`src/rtl/cpu_status_ctrl.sv`:
```
// cpu_status_ctrl: run/stall/pipeline-reset controller for the RV32I core.
// Holds the run state (STOP/PEND/RUN, plus STEP when CPU_STEP_EN is defined),
// merges maskable stall requests, drives per-stage delayed stall and
// pipeline-reset vectors, and keeps saturating run/stall cycle counters.
//
// Optional feature macro: CPU_STEP_EN (adds step_cmd/step_done and STEP state).
//
// Ports:
//   clk, rst                 clock, asynchronous active-high reset
//   init_calib_complete      memory calibration done
//   cpu_start, quit_cmd      start / stop pulses from control
//   stall_req, stall_mask    NSRC stall requests and ignore mask
//   cnt_clr                  synchronous clear of both counters
//   step_cmd, step_done      single-step request / retired pulse (CPU_STEP_EN)
//   cpu_running              state is RUN or STEP
//   stall                    combined stall (combinational)
//   stall_dly                stall delayed by i+1 cycles at bit i
//   stall_1shot/fin/fin2     stall edge pulses
//   rst_pipe                 pipeline reset pulse delayed by i cycles at bit i
//   run_cnt, stall_cnt       saturating performance counters
module cpu_status_ctrl #(
    parameter int STAGES = 5,
    parameter int NSRC   = 2,
    parameter int CNT_W  = 32
) (
    input  logic              clk,
    input  logic              rst,
    input  logic              init_calib_complete,
    input  logic              cpu_start,
    input  logic              quit_cmd,
    input  logic [NSRC-1:0]   stall_req,
    input  logic [NSRC-1:0]   stall_mask,
    input  logic              cnt_clr,
`ifdef CPU_STEP_EN
    input  logic              step_cmd,
    output logic              step_done,
`endif
    output logic              cpu_running,
    output logic              stall,
    output logic [STAGES-1:0] stall_dly,
    output logic              stall_1shot,
    output logic              stall_fin,
    output logic              stall_fin2,
    output logic [STAGES-1:0] rst_pipe,
    output logic [CNT_W-1:0]  run_cnt,
    output logic [CNT_W-1:0]  stall_cnt
);

`ifdef CPU_STEP_EN
    typedef enum logic [1:0] {
        S_STOP = 2'd0,
        S_PEND = 2'd1,
        S_RUN  = 2'd2,
        S_STEP = 2'd3
    } state_e;
`else
    typedef enum logic [1:0] {
        S_STOP = 2'd0,
        S_PEND = 2'd1,
        S_RUN  = 2'd2
    } state_e;
`endif

    state_e             state_q, state_d;
    logic [STAGES-1:0]  stall_dly_q, stall_dly_d;
    logic [STAGES-1:0]  rst_pipe_q, rst_pipe_d;
    logic [CNT_W-1:0]   run_cnt_q, run_cnt_d;
    logic [CNT_W-1:0]   stall_cnt_q, stall_cnt_d;
    logic               req_stall;
    logic               running;
    logic               entering;
`ifdef CPU_STEP_EN
    logic               step_done_q, step_done_d;
`endif

    assign req_stall = |(stall_req & ~stall_mask);

`ifdef CPU_STEP_EN
    assign running = (state_q == S_RUN) || (state_q == S_STEP);
`else
    assign running = (state_q == S_RUN);
`endif

    // Next state; quit beats calibration loss beats start beats step.
    always_comb begin
        state_d = state_q;
`ifdef CPU_STEP_EN
        step_done_d = 1'b0;
`endif
        case (state_q)
            S_STOP: begin
                if (!quit_cmd) begin
                    if (cpu_start) begin
                        state_d = init_calib_complete ? S_RUN : S_PEND;
                    end
`ifdef CPU_STEP_EN
                    else if (step_cmd && init_calib_complete) begin
                        state_d = S_STEP;
                    end
`endif
                end
            end
            S_PEND: begin
                if (quit_cmd) begin
                    state_d = S_STOP;
                end else if (init_calib_complete) begin
                    state_d = S_RUN;
                end
            end
            S_RUN: begin
                if (quit_cmd || !init_calib_complete) begin
                    state_d = S_STOP;
                end
            end
`ifdef CPU_STEP_EN
            S_STEP: begin
                if (quit_cmd || !init_calib_complete) begin
                    state_d = S_STOP;
                end else if (!req_stall) begin
                    // the one unstalled cycle has executed
                    state_d     = S_STOP;
                    step_done_d = 1'b1;
                end
            end
`endif
            default: state_d = S_STOP;
        endcase
    end

    // Pipe reset on any entry into an executing state, and on a commanded
    // stop from RUN; calibration loss stops without a reset pulse.
`ifdef CPU_STEP_EN
    assign entering = (state_d != state_q) &&
                      ((state_d == S_RUN) || (state_d == S_STEP));
`else
    assign entering = (state_d != state_q) && (state_d == S_RUN);
`endif

    always_comb begin
        stall_dly_d = {stall_dly_q[STAGES-2:0], stall};
        rst_pipe_d  = {rst_pipe_q[STAGES-2:0],
                       entering | ((state_q == S_RUN) & quit_cmd)};
    end

    always_comb begin
        run_cnt_d   = run_cnt_q;
        stall_cnt_d = stall_cnt_q;
        if (cnt_clr) begin
            run_cnt_d   = '0;
            stall_cnt_d = '0;
        end else if (state_q == S_RUN) begin
            if (!(&run_cnt_q)) begin
                run_cnt_d = run_cnt_q + CNT_W'(1);
            end
            if (req_stall && !(&stall_cnt_q)) begin
                stall_cnt_d = stall_cnt_q + CNT_W'(1);
            end
        end
    end

    always_ff @(posedge clk or posedge rst) begin
        if (rst) begin
            state_q     <= S_STOP;
            stall_dly_q <= '1;
            rst_pipe_q  <= '0;
            run_cnt_q   <= '0;
            stall_cnt_q <= '0;
        end else begin
            state_q     <= state_d;
            stall_dly_q <= stall_dly_d;
            rst_pipe_q  <= rst_pipe_d;
            run_cnt_q   <= run_cnt_d;
            stall_cnt_q <= stall_cnt_d;
        end
    end

`ifdef CPU_STEP_EN
    always_ff @(posedge clk or posedge rst) begin
        if (rst) begin
            step_done_q <= 1'b0;
        end else begin
            step_done_q <= step_done_d;
        end
    end

    assign step_done = step_done_q;
`endif

    assign cpu_running = running;
    assign stall       = ~running | req_stall;
    assign stall_dly   = stall_dly_q;
    assign stall_1shot = stall & ~stall_dly_q[0];
    assign stall_fin   = ~stall & stall_dly_q[0];
    assign stall_fin2  = ~stall_dly_q[0] & stall_dly_q[1];
    assign rst_pipe    = rst_pipe_q;
    assign run_cnt     = run_cnt_q;
    assign stall_cnt   = stall_cnt_q;

endmodule

```
`config.mk`:
```
export PLATFORM = sky130hd
export DESIGN_NAME = cpu_status_ctrl
export DESIGN_NICKNAME = d
export VERILOG_FILES = /design/src/rtl/cpu_status_ctrl.sv
export SDC_FILE = /design/constraint.sdc
export NUM_CORES = 1
export LEC_CHECK = 0
export BUFFER_PORTS_ARGS = -buffer_cell sky130_fd_sc_hd__buf_4
export CAP_MARGIN = 40
export CORE_MARGIN = 3
export CORE_UTILIZATION = 30
export CTS_CLUSTER_SIZE = 20
export DETAILED_ROUTE_END_ITERATION = 10
export PLACE_DENSITY = 0.58
export SYNTH_ARGS = -nofsm -noshare
export SYNTH_HDL_FRONTEND = slang
export SYNTH_SLANG_ARGS = --single-unit
```
`constraint.sdc`:
```
create_clock -name clk -period 2.6 [get_ports clk]
set_input_delay 0.13 -clock clk [delete_from_list [all_inputs] [get_ports clk]]
set_output_delay 0.13 -clock clk [all_outputs]
set_load 0.05 [all_outputs]
```
==> impl_metrics.toml, run 1 <==
[worst_setup_path]
cpPeakStageDelay_ns = 0.46
arrival_ns = 2.61
path_cells = "ha_1 > and3_1 > and4_1 > and3_1 > buf_4 > or4_1 > a21oi_1"
crit_slowest_cell = "or4_1"
path_class = "reg -> reg"
crit_path_max_fanout = 10
worst-path-buf-inv = 1
critPathMostFrequentCell = "and3_1"
cp-end-kind = "flop"
critPathLaunchType = "flop"
cp_top_family = "simple AND/OR/NAND/NOR gates"
worstPathRequired_ns = 2.87

[logic_synthesis]
synth.avg_cell_area_um2 = 9.53
synth_xor_area_frac = 0.0274
synth_compound_area_frac = 0.186
yosys_register_bits = 76
synth_top_area_frac = 0.428
yosys-top-cells-area = "dfrtp_1 43%, a21oi_1 5.4%, or4_1 5.2%, o31ai_1 4.3%, dfstp_2 3.2%"
syn_inst = 436
synthDistinctLibCells = 52
syn_nets = 448
synth_top_cell_by_area = "dfrtp_1"
yosys_warnings = 0
ys_seq_area_frac = 0.459
synthMuxAreaShare = 0.0133
synth_area_um2 = 4150
synth_edf_count = 0
synthFlopType = "dfrtp_1"
async_flop_share = 1.00
synth_top_family_by_area = "simple AND/OR/NAND/NOR gates"
synth_adder_area_share = 0.00602
synth-simple-area-share = 0.271

[clock_network]
insertion_delay_ns = 0.35
root_buffer = "clkbuf_16"
cts-htree-levels = 3
post_cts_buffers = 0
tritoncts = "built"
cts_made_buffers = 9
cts.sinks = 76
cts.clk_slew.worst_paths_ns = 0.06
clk_path_buf_depth = 2

[global_route]
grt-busiest-layer = "met2"
antenna_found_initial = 0
grt_pass1_wl_mm = 19.0
grt_pass1_vias = 3765
use_met3 = 0.0559
grt_util_met2 = 0.258
use_met1 = 0.199
grt_max_degree = 36
overflow = 0
grt_usage = 0.157

[placement]
port_buffers = 88
dpl.hpwl_mm = 8.30
dpl.cell_count = 696
pre_cts_slack_ns = 0.280
place_congestion = 0.838
dpl_cell_area_um2 = 5100

[timing]
slew_violations = 0
rsz0062_at_grt = "false"
slew_headroom = 0.562
hold_violations = 0
worst_pin_slew_ns = 0.640
timing.fmax_mhz = 426
post-route-period-util = 0.903
setup_violations = 0
holdWs_ns = 0.0423
period_needed_ns = 2.35
setup_ws_ns = 0.253
finClkSkew_ns = 0.00713
fin_tns_setup_ns = 0

[finish]
drive_gt1_frac = 0.260
fin_cells = 715
fin_area_um2 = 5460
layout.nets = 546
syn_to_final_growth_pct = 31.4
final_cell_mix = "106 x buf_4, 71 x dfrtp_1, 45 x a21oi_1"
layout_commonest_cell = "buf_4"
antennaDiodeCount = 0

[route]
drt_drc_violations_left = 0
via_per_inst = 5.50
dr.pass1.iters = 5
drt_wl_total_mm = 11.5
wl_per_cell_um = 16.0
drtIter0Drc = 300
antenna_left = 0
vias = 3929

[pwr]
vdd_ir_drop_max_mv = 0.237
leakagePower_nw = 2.21
power.density_nw_per_um2 = 503

[die]
rows = 42
coreArea_um2 = 13400
dieArea_um2 = 15300
die_w_um = 124
num_io_pins = 89
die_y_um = 124
start_util = 0.310

[status]
status = "complete, no violations"

[flow_run]
drv_cap = 0

[hold_path]
hold_class = "in -> reg"
## metal layers
layer / routed length (um) / share of wire / up-vias
li1: - / - / 1871
met1: 4970 / 0.43 / 1937
met2: 5590 / 0.49 / 106
met3: 759 / 0.066 / 15
met4: 130 / 0.011 / 0
met5: 0 / 0 / -
## power breakdown
part	switching, mW	internal, mW
logic	0.123	0.0516
registers	0.00892	1.20
clock network	0.496	0.870
total	0.628	2.12
## synthesized netlist by cell type, types with 10 or more instances
cell type  instances
nor2_1            24
a21oi_1           45
nand3_1           18
or3_1             21
or4_1             29
inv_1             11
and4_1            12
o21ai_0           20
o31ai_1           24
and3_1            10
dfrtp_1           71
xnor2_1           12
nand2_1           27
nand4_1           15
clkbuf_1          15
## worst paths after layout
kind	slack, ns	from	endpoint	depth (start not counted)
hold reg to reg	0.37	stall_dly[3]	stall_dly[4]	0
setup reg to reg	0.25	run_cnt[0]	run_cnt[15]	7
hold / removal	0.04	quit_cmd	rst_pipe[0]	2
min in group asynchronous	0.26	rst	rst_pipe[4]	3
max in group asynchronous	1.62	rst	run_cnt[25]	5
setup / recovery	0.25	run_cnt[0]	run_cnt[15]	7
## worst register-to-register path, delay by kind of cell (launching register included)
family / cells / cell delay (ns)
buffers and inverters: 1 / 0.15
DFF: 1 / 0.45
AOI/OAI and AO/OA: 1 / 0.16
and+or+nand+nor: 4 / 1.26
adders and majority gates: 1 / 0.26
## final cells by class
class                           instances  area (um2)
Sequential cell                        76        1910
Inverter                               11        41.3
Clock buffer                           11         243
Clock inverter                          5        85.1
Tap cell                              176         220
Multi-Input combinational cell        325        2090
Fill cell                            1329        7940
Timing Repair Buffer                  111         866
## metrics by stage
step / total power, mW / utilization
after floorplan: 1.34 / -
after global placement: 1.40 / 0.379
after detailed placement: 1.40 / 0.381
after CTS: 2.79 / 0.407
after global routing: 2.87 / 0.407
final: 2.75 / 0.407
## cells by family (layout without fill, tap and decap cells)
group,Yosys count,after routing
AOI/OAI and AO/OA,116,116
xor gates and xnor gates,13,13
adders and majority gates,2,2
buffers and inverters,35,138
DFF,76,76
muxes,5,5
and+or+nand+nor,189,189
## flip-flops by register name, summed over array words and instances, names as in the netlist
name	cells
stall_cnt	32
run_cnt	32
rst_pipe	5
state_q	2
stall_dly	5
## what timing repair did
action	in CTS	in global routing
endpoints found under the hold margin	42	0
hold buffers	3	0
gates resized for setup	0	0
Power figures use the tool's default switching activity.
==> run 2: changes to the inputs <==
- CORE_MARGIN: 3 -> 2
- PLACE_DENSITY: 0.58 -> not set
- PLACE_DENSITY_LB_ADDON: not set -> 0.15
==> run 2 against run 1 <==
Net effect:
- fmax down 0.15%
- die area down 3.2%
- cell area down 1.1%
- worst hold slack better by 0.017 ns
- via count down 2.0%
- setup slack worse by 0.0035 ns
- global-route usage up 0.41 points
- critical path type unchanged
- critical endpoint is now run_cnt[31]
==> impl_metrics.toml, run 2 (synthesis results as in run 1) <==
[route]
via_per_inst = 5.43
antenna_left = 0
drt_drc_violations_left = 0
drtIter0Drc = 305
wl_per_cell_um = 16.2
drt_wl_total_mm = 11.5
vias = 3849
dr.pass1.iters = 4

[clock_network]
ctsHoldBuffers = 3
clk_path_buf_depth = 2
insertion_delay_ns = 0.34
cts-htree-levels = 3
cts_made_buffers = 9
root_buffer = "clkbuf_16"
post_cts_buffers = 0
cts.clk_slew.worst_paths_ns = 0.06
cts-resized-gates = 0
cts.sinks = 76
tritoncts = "built"

[die]
start_util = 0.310
dieArea_um2 = 14800
die_w_um = 122
coreArea_um2 = 13400
rows = 42
num_io_pins = 89
die_y_um = 122

[timing]
timing.fmax_mhz = 426
finClkSkew_ns = 0.00759
setup_violations = 0
fin_tns_setup_ns = 0
holdWs_ns = 0.0597
hold_violations = 0
setup_ws_ns = 0.250
worst_pin_slew_ns = 0.703
post-route-period-util = 0.904
slew_headroom = 0.519
rsz0062_at_grt = "false"
period_needed_ns = 2.35
slew_violations = 0

[placement]
dpl.hpwl_mm = 8.15
port_buffers = 88
dpl_cell_area_um2 = 5040
dpl.cell_count = 690
pre_cts_slack_ns = 0.261
place_congestion = 0.772

[finish]
final_cell_mix = "101 x buf_4, 71 x dfrtp_1, 45 x a21oi_1"
multi_input_area_um2 = 2090
syn_to_final_growth_pct = 29.9
fin_area_um2 = 5400
fin_cells = 709
regArea_um2 = 1910
drive_gt1_frac = 0.253
fin_util = 0.403
layout_commonest_cell = "buf_4"
antennaDiodeCount = 0
layout.nets = 540
filler_cell_count = 1323

[global_route]
antenna_found_initial = 0
grt_pass1_vias = 3667
overflow = 0
grt_pass1_wl_mm = 18.9
grt_usage = 0.161
grt_max_degree = 50

[pwr]
pwr-share-comb = 0.061
pwr-share-clk = 0.500
power.density_nw_per_um2 = 509
total_power_mw = 2.75
seqPwrFrac = 0.439
p_int_mw = 2.09
switchingPower_mw = 0.657
leakagePower_nw = 2.18
vdd_ir_drop_max_mv = 0.242
switching_share = 0.239

[flow_run]
drv_cap = 0

[worst_setup_path]
worstPathRequired_ns = 2.80
reg2reg_from = "run_cnt[0]"
critPathLaunchType = "flop"
cp-end-kind = "flop"
reg2regPathDepth = 6
critPathLaunch = "run_cnt[0]"
crit_path_max_fanout = 10
r2r_end = "run_cnt[31]"
arrival_ns = 2.55
crit_end = "run_cnt[31]"
r2r_slack_ns = 0.25
path_class = "reg -> reg"

[status]
status = "complete, no violations"

[hold_path]
hold_class = "in -> reg"
## run 2: cell count changes in the layout (fill, tap and decap cells not counted), sizes merged
cell | before | now
clkbuf | 11 | 9
inv | 11 | 13
buf | 108 | 102
## run 2: critical path, stage by stage, from the launching register on
cell       delay, ns
dfrtp_1         0.44
ha_1            0.25
and3_1          0.24
and4_1          0.33
a2111oi_0       0.72
xnor2_1         0.19
nor2_1          0.05
## run 2: layout make-up
cell class,instances,area share
tap,176,0.0408
clock buffer,9,0.0417
clock inverter,7,0.0183
timing repair buffer,105,0.150
inverter,11,0.00765
sequential,76,0.354
multi-input combinational,325,0.388
## run 2: worst min path at each step
stage,start,to,depth (start not counted)
finish,quit_cmd,rst_pipe[0],2
global route,quit_cmd,rst_pipe[0],2
CTS,quit_cmd,rst_pipe[0],2
detailed placement,rst,rst_pipe[1],2
global placement,rst,rst_pipe[0],2
floorplan,quit_cmd,state_q[0],1
## run 2: layer usage
layer,vias up,share of wire,GRT usage
met5,-,0,0
met4,0,0.012,0.0460
met3,10,0.051,0.0421
met2,106,0.47,0.265
met1,1863,0.47,0.210
li1,1870,-,-
## run 2: power groups by stage
stage | clock network, mW | logic (mW) | registers (mW)
2_1_floorplan | 0 | 0.0929 | 1.25
3_3_place_gp | 0 | 0.168 | 1.23
3_5_place_dp | 0 | 0.168 | 1.23
4_1_cts | 1.42 | 0.172 | 1.21
5_1_grt | 1.48 | 0.182 | 1.21
6_report | 1.37 | 0.167 | 1.21
==> run 3: changes to the inputs <==
- CAP_MARGIN: 40 -> 25
- CELL_PAD_IN_SITES_DETAIL_PLACEMENT: not set -> 1
- CELL_PAD_IN_SITES_GLOBAL_PLACEMENT: not set -> 2
==> run 3 against run 2 <==
Net effect:
- combinational power increased by 2%
- sequential power barely moved
- core utilization shrank 0.075 points
- global-route usage rose by 2.6 points
- setup slack worse by 0.088 ns
==> impl_metrics.toml, run 3 (synthesis results as in run 1) <==
[status]
status = "complete, no violations"

[die]
die_y_um = 122
num_io_pins = 89
dieArea_um2 = 14800
die_w_um = 122
start_util = 0.310
coreArea_um2 = 13400
rows = 42

[timing]
timing.fmax_mhz = 410
rsz0062_at_grt = "false"
fin_tns_setup_ns = 0
period_needed_ns = 2.44
post-route-period-util = 0.938
setup_violations = 0
slew_headroom = 0.537
worst_pin_slew_ns = 0.686
hold_violations = 0
slew_violations = 0
holdWs_ns = 0.0480
finClkSkew_ns = 0.0117

[worst_setup_path]
cp-end-kind = "flop"
worstPathRequired_ns = 2.87
path_class = "reg -> reg"
crit_path_max_fanout = 10
cpPeakStageDelay_ns = 0.45
critPathLaunchType = "flop"
arrival_ns = 2.70
critPathMostFrequentCell = "and3_1"
path_cells = "ha_1 > and3_1 > and4_1 > and3_1 > buf_4 > or4_1 > a21oi_1"
crit_slowest_cell = "dfrtp_1"

[finish]
fin_area_um2 = 5390
layout.nets = 546
final_cell_mix = "107 x buf_4, 71 x dfrtp_1, 45 x a21oi_1"
antennaDiodeCount = 0
layout_commonest_cell = "buf_4"
fin_util = 0.402
syn_to_final_growth_pct = 29.7
drive_gt1_frac = 0.258

[flow_run]
drv_cap = 0

[route]
drt_wl_total_mm = 13.0
wl_per_cell_um = 18.1
drt_drc_violations_left = 0
dr.pass1.iters = 4
drtIter0Drc = 172
vias = 3997
via_per_inst = 5.59
antenna_left = 0

[global_route]
grt_usage = 0.187
antenna_found_initial = 0
grt_max_degree = 77
grt_pass1_vias = 4073
grt_pass1_wl_mm = 21.9
overflow = 0

[pwr]
power.density_nw_per_um2 = 475
leakagePower_nw = 2.17
vdd_ir_drop_max_mv = 0.281

[clock_network]
cts_made_buffers = 9
tritoncts = "built"
cts.clk_slew.worst_paths_ns = 0.07
cts-htree-levels = 3
insertion_delay_ns = 0.34
cts.sinks = 76
clk_path_buf_depth = 2
cts-resized-gates = 0
root_buffer = "clkbuf_16"

[hold_path]
hold_class = "in -> reg"

[placement]
dpl.hpwl_mm = 8.97
port_buffers = 88
dpl_cell_area_um2 = 5090
place_congestion = 0.769
## run 3: timing repair
item                      4_1_cts  5_1_grt
hold buffers                    3        0
hold endpoints to repair       72        0
buffers inserted                0        0
## run 3: path summary, 6_finish.rpt
| kind | cells after the start | slack [ns] | to | from |
|---|---|---|---|---|
| max | 7 | 0.16 | run_cnt[4] | run_cnt[0] |
| min | 2 | 0.05 | rst_pipe[0] | quit_cmd |
| max reg2reg | 7 | 0.16 | run_cnt[4] | run_cnt[0] |
| min reg2reg | 0 | 0.37 | stall_dly[3] | stall_dly[2] |
| max in group asynchronous | 4 | 1.80 | stall_dly[0] | rst |
| min in group asynchronous | 4 | 0.44 | rst_pipe[4] | rst |
## run 3: layer usage
| metal | GRT usage | vias to the layer above | share of wire |
|---|---|---|---|
| li1 | - | 1860 | - |
| met3 | 0.0445 | 9 | 0.035 |
| met4 | 0.0417 | 0 | 0.0081 |
| met2 | 0.306 | 74 | 0.48 |
| met5 | 0 | - | 0 |
| met1 | 0.253 | 2054 | 0.48 |
## run 3: report_power, final
| group | total, mW | internal [mW] | switching, mW |
|---|---|---|---|
| combinational | 0.171 | 0.0468 | 0.124 |
| sequential | 1.21 | 1.20 | 0.00902 |
| clock | 1.18 | 0.649 | 0.530 |
## run 3: area by class of cell
type,instances,area (um2)
clock buffers,11,233
multi-input cells,325,2090
inverters,11,41.3
fillers,1553,8010
repair buffers,111,853
well taps,176,220
clock inverters,5,36.3
flip-flops and latches,76,1910
## run 3: critical path: cells and delay by family (launching register included)
kind / cells / cell delay (ns)
simple gates: 4 / 1.28
flops: 1 / 0.45
fa+ha+maj: 1 / 0.26
buf+inv: 1 / 0.20
compound gates: 1 / 0.16
## run 3: through the flow
step	setup slack (ns)	total power, mW	instances
floorplan	0.180	1.34	436
global placement	0.261	1.40	696
detailed placement	0.216	1.40	696
CTS	0.195	2.60	715
global route	0.00225	2.66	715
finish	0.162	2.56	715
